[config.mk]
export PLATFORM = sky130hd
export DESIGN_NAME = timer_bank
export DESIGN_NICKNAME = d
export VERILOG_FILES = /design/src/rtl/timer_bank.sv
export SDC_FILE = /design/constraint.sdc
export NUM_CORES = 1
export LEC_CHECK = 0
export ABC_AREA = 0
export BUFFER_PORTS_ARGS = -buffer_cell sky130_fd_sc_hd__buf_2
export CAP_MARGIN = 30
export CORE_AREA = 4 4 121 123
export CTS_BUF_LIST = sky130_fd_sc_hd__clkbuf_16
export DETAILED_ROUTE_END_ITERATION = 7
export DIE_AREA = 0 0 125 127
export PLACE_DENSITY = 0.83
export SYNTH_ARGS = -nofsm -noshare
export SYNTH_HDL_FRONTEND = slang
export SYNTH_SLANG_ARGS = --single-unit
[constraint.sdc]
create_clock -name CLK -period 3.05 [get_ports CLK]
set_input_delay 0.305 -clock CLK [delete_from_list [all_inputs] [get_ports CLK]]
set_output_delay 0.305 -clock CLK [all_outputs]
set_load 0.005 [all_outputs]
[src/rtl/timer_bank.sv]
// timer_bank: bank of countdown timers sharing one prescaler, with
// one-shot/periodic reload and a pause engine that stalls the core
// until a watched channel reaches zero or expires.
//
// Handshake note: there is no valid/ready flow control. CMD, PAUSE and ACK
// are single-cycle strobes sampled on every rising CLK edge, and each takes
// effect on the edge that samples it. STALL is the only back-pressure
// signal. It is registered, it rises on the edge that accepts a PAUSE, and
// it falls on the edge where the watched channel's ZERO or EXPIRE rises.
module timer_bank #(
  parameter int WIDTH    = 12,
  parameter int CHANNELS = 4,
  parameter int PRE_W    = 8
) (
  input  logic                        CLK,
  input  logic                        RESET,
  input  logic [1:0]                  CMD,
  input  logic [$clog2(CHANNELS)-1:0] SEL,
  input  logic [WIDTH-1:0]            VALUE,
  input  logic [PRE_W-1:0]            PRESCALE,
  input  logic                        PAUSE,
  input  logic [$clog2(CHANNELS)-1:0] PSEL,
  input  logic [CHANNELS-1:0]         ACK,
  input  logic [$clog2(CHANNELS)-1:0] RSEL,
  output logic [CHANNELS-1:0]         ZERO,
  output logic [CHANNELS-1:0]         EXPIRE,
  output logic [CHANNELS-1:0]         STICKY,
  output logic                        STALL,
  output logic [WIDTH-1:0]            RDATA,
  output logic                        dbg_state
);

  localparam int SW = $clog2(CHANNELS);

  localparam logic [1:0] CMD_NONE     = 2'b00;
  localparam logic [1:0] CMD_ONESHOT  = 2'b01;
  localparam logic [1:0] CMD_PERIODIC = 2'b10;
  localparam logic [1:0] CMD_STOP     = 2'b11;

  typedef enum logic {IDLE = 1'b0, WAIT = 1'b1} pause_state_t;

  logic [PRE_W-1:0]    pre_q;
  logic                tick;
  logic [WIDTH-1:0]    cnt_q    [CHANNELS];
  logic [WIDTH-1:0]    reload_q [CHANNELS];
  logic [CHANNELS-1:0] mode_q;   // 1 = periodic
  logic [WIDTH-1:0]    cnt_n    [CHANNELS];
  logic [WIDTH-1:0]    reload_n [CHANNELS];
  logic [CHANNELS-1:0] mode_n;
  logic [CHANNELS-1:0] zero_n;
  logic [CHANNELS-1:0] exp_n;
  logic [CHANNELS-1:0] sticky_n;
  pause_state_t        state_q, state_n;
  logic [SW-1:0]       w_q, w_n;

  assign tick      = (pre_q == '0);
  assign RDATA     = cnt_q[RSEL];
  assign dbg_state = state_q;

  // Shared prescaler: tick on zero, then reload the (possibly new) period.
  always_ff @(posedge CLK) begin
    if (RESET)     pre_q <= '0;
    else if (tick) pre_q <= PRESCALE;
    else           pre_q <= pre_q - 1'b1;
  end

  // Per-channel next state; a command on a channel overrides its tick.
  always_comb begin
    for (int i = 0; i < CHANNELS; i++) begin
      cnt_n[i]    = cnt_q[i];
      reload_n[i] = reload_q[i];
      mode_n[i]   = mode_q[i];
      exp_n[i]    = 1'b0;
      if (CMD != CMD_NONE && SEL == SW'(i)) begin
        if (CMD == CMD_STOP) begin
          cnt_n[i]  = '0;
          mode_n[i] = 1'b0;
        end else begin
          cnt_n[i]    = VALUE;
          reload_n[i] = VALUE;
          mode_n[i]   = (CMD == CMD_PERIODIC);
        end
      end else if (tick && cnt_q[i] != '0) begin
        if (cnt_q[i] == WIDTH'(1)) begin
          exp_n[i] = 1'b1;
          cnt_n[i] = mode_q[i] ? reload_q[i] : '0;
        end else begin
          cnt_n[i] = cnt_q[i] - 1'b1;
        end
      end
      zero_n[i]   = (cnt_n[i] == '0);
      sticky_n[i] = exp_n[i] | (STICKY[i] & ~ACK[i]);
    end
  end

  // Channel registers and registered status outputs.
  always_ff @(posedge CLK) begin
    if (RESET) begin
      for (int i = 0; i < CHANNELS; i++) begin
        cnt_q[i]    <= '0;
        reload_q[i] <= '0;
      end
      mode_q <= '0;
      ZERO   <= '1;
      EXPIRE <= '0;
      STICKY <= '0;
    end else begin
      for (int i = 0; i < CHANNELS; i++) begin
        cnt_q[i]    <= cnt_n[i];
        reload_q[i] <= reload_n[i];
      end
      mode_q <= mode_n;
      ZERO   <= zero_n;
      EXPIRE <= exp_n;
      STICKY <= sticky_n;
    end
  end

  // Pause FSM next state: enter WAIT only if the watched channel is not
  // already at zero; leave on its zero or expiry (covers periodic wrap).
  always_comb begin
    state_n = state_q;
    w_n     = w_q;
    case (state_q)
      IDLE: begin
        if (PAUSE && !zero_n[PSEL]) begin
          state_n = WAIT;
          w_n     = PSEL;
        end
      end
      WAIT: begin
        if (zero_n[w_q] || exp_n[w_q]) state_n = IDLE;
      end
      default: state_n = IDLE;
    endcase
  end

  // Pause FSM state register; STALL mirrors the next state so it is registered.
  always_ff @(posedge CLK) begin
    if (RESET) begin
      state_q <= IDLE;
      w_q     <= '0;
      STALL   <= 1'b0;
    end else begin
      state_q <= state_n;
      w_q     <= w_n;
      STALL   <= (state_n == WAIT);
    end
  end

endmodule

==> reports/qor.csv <==
metric,value,unit
Synth Instances,921,
DRC violations left,1,
"Max stage delay cell, worst path",nor3_1,
max-slew violation count,0,
Tcrit/Tclk final,105,%
RePlAce Congestion,1.06,
DRT Pass-1 Iters,8,
vias in the first global route,8410,
pin count of the biggest net entering global routing,88,
post-synthesis compound-gate area fraction,22.6,%
CP required,3400,ps
CP cell instances,buf_4 > nor3_1 > nand3_1 > o211a_1 > o22ai_1 > nand4_1 > nor4_4 > nand3_2 > o2111a_1 > a22oi_2 > mux2i_1,
clock skew,11.5,ps
main combinational cell family by area after synthesis,simple AND/OR/NAND/NOR gates,
crit-path max cell delay,460,ps
Max-Cap Viols,0,
Yosys cell types,83,
CTS H-tree depth,4,
top-count cell post-synth,nand2_1,
antenna violations before repair,0,
cell area after synthesis,7280,µm²
Routed Antenna Nets,0,
Total Routing Usage GR,35.4,%
Starting Density,53.2,%
n_diodes,0,
WP buf/inv,1,
worst-margin pin slew,996,ps
sequential fraction of the synthesis area,33.8,%
Fmax achieved,312,MHz
first-pass GRT wire length,44900,µm
Bufs on Longest Clock Path,2,
Syn. warnings,0,
Worst Path Arrival,3560,ps
CP Capture Type,flip-flop,
"EDFF count, synth",0,
Startpoint Class,flip-flop,
top_reg_cell synth,dfxtp_1,
Worst-path clk slew,60,ps
RSZ-0062 raised after global routing,true,
#FFs+latches synth,123,
half-perimeter wire length after placement,19700,µm
Final nets,1191,
multiplexer area fraction after synthesis,5.26,%
static leakage,4.14,nW
Post-synth top cells,"152 x nand2_1, 123 x dfxtp_1, 103 x a21oi_1",
setup TNS,-432,ps
CP max FO,5,
Yosys top cell by area,dfxtp_1,
Pwr Density,1120,nW/µm²
GRT Residual Overflow,0,
Root Driver,clkbuf_16,
dpl cells,1262,
Synth Area in XOR/XNOR,1.56,%
port buffer count,60,
Core Region,13700,µm²
clock latency on the worst-skew pair,430,ps
adder-cell share of the synthesized area,2.41,%
average cell area after synthesis,7.90,µm²
failing checks,"DRC, setup timing",
die area,15900,µm²
Power Total,11.2,mW
Post-DP Area,8750,µm²
Hold WS,143,ps
die width,125,µm
Final Instance Area,9990,µm²
I/O pins,61,
dpl ws,-201,ps
DR vias,8794,
Avg WL per Cell,22.0,µm
final core occ,73.1,%
share of the synthesized area in the top cell type,33.8,%
Area Overhead vs Synth,37.4,%
Finished Layout Cells,1335,
clock tree sinks,123,
top post-synthesis cells by area,"dfxtp_1 34%, nand2_1 7.8%, a21oi_1 7.1%, nor2_1 4.2%, mux4_2 3.7%",
Via-to-Cell Ratio,6.59,
CTS Hold Bufs,0,
CTS tree,built,
layout cell share with drive strength beyond 1,33.3,%
"CP delay by family, top",simple AND/OR/NAND/NOR gates,
Final WS setup,-156,ps
post-detailed-routing wire length,29400,µm
relative slew slack,33.1,%
Iter 0 DRT Violations,1610,
total CTS buffers,17,
row count,43,
final hold viol count,0,
Post-synth ARST share,0,%
syn nets,970,
Hold WC Path Type,in -> reg,
Crit Path Category,reg -> reg,
VDD IR max,0.000565,V
status,"complete, but fails checks",
Finish-stage setup viols,3,
Simple-Gate Fraction of Synth Area,30.0,%
die height,127,µm
Tmin final,3210,ps
## layout make-up
class / count / area, µm²
sequential: 123 / 2470
tap: 180 / 225
multi-input combinational: 725 / 4850
clock inverter: 15 / 118
timing repair buffer: 256 / 1830
clock buffer: 17 / 425
inverter: 19 / 76.3
fill: 967 / 3670
## cell usage in the layout, fill, tap and decap left out, types with 5 or more instances in the layout
cell type / instances
a211oi_1: 12
a21oi_1: 102
a311oi_1: 5
a31oi_1: 10
and2_1: 5
and3_1: 13
buf_2: 59
buf_4: 190
clkbuf_16: 17
dfxtp_1: 116
dfxtp_2: 6
ha_1: 9
ha_4: 5
inv_1: 15
inv_2: 6
mux2i_1: 9
mux4_2: 12
nand2_1: 150
nand2b_1: 12
nand3_1: 36
nand4_1: 17
nor2_1: 80
nor2b_1: 11
nor3_1: 19
nor4_1: 6
nor4_4: 9
o211ai_1: 6
o21a_1: 7
o21ai_0: 32
o31ai_1: 11
or2_2: 6
or3_1: 8
or4_1: 7
xnor2_1: 8
## worst reg2reg max path: cells and delay by family, from the launching register on
family	cells	cell delay (ps)
AND/OR/NAND/NOR	5	1500
flip-flops	1	310
buffers and inverters	1	150
multiplexers	1	210
AO/OA/AOI/OAI	4	950
## metal layers
layer  share of wire (%)  vias to the layer above  GRT usage (%)
li1                    -                     3841              -
met1                  37                     4079           44.2
met2                  44                      669           55.1
met3                  11                      205           9.20
met4                 7.3                        0           21.6
met5                   0                        -              0
## state kept, by name, summed over array words and instances, names as in the netlist
register and cells:
STICKY 4, dbg_state 1, cnt_q 48, EXPIRE 4, ZERO 4, pre_q 8
reload_q 48, mode_q 4, w_q 2
## power breakdown
part           internal, mW  total [mW]  switching, mW
Sequential             1.90        2.22          0.316
Clock                  1.17        1.90          0.732
Combinational          3.30        7.11           3.81
Total                  6.37        11.2           4.86
## path summary, 6_finish.rpt
| path | start | endpoint | slack (ps) | cells past startpoint |
|---|---|---|---|---|
| max | cnt_q[2][6]$_SDFF_PP0_ | w_q[0]$_SDFFE_PP0P_ | -160 | 11 |
| min | ACK[1] | STICKY[1]$_SDFF_PP0_ | 140 | 3 |
| max reg2reg | cnt_q[2][6]$_SDFF_PP0_ | w_q[0]$_SDFFE_PP0P_ | -160 | 11 |
| min reg2reg | reload_q[2][9]$_SDFFE_PP0P_ | reload_q[2][9]$_SDFFE_PP0P_ | 450 | 2 |
## cells by family after synthesis
| family | Yosys count |
|---|---|
| buffers and inverters | 73 |
| xor gates and xnor gates | 13 |
| and+or+nand+nor | 422 |
| muxes | 23 |
| DFF | 123 |
| adders and majority gates | 14 |
| AOI/OAI and AO/OA | 253 |
## timing repair
action | in CTS | in global routing
setup endpoints to repair | 3 | 6
buffers inserted | 33 | 9
pin swaps | 27 | 33
resized for setup | 42 | 47
Power figures use the tool's default switching activity.
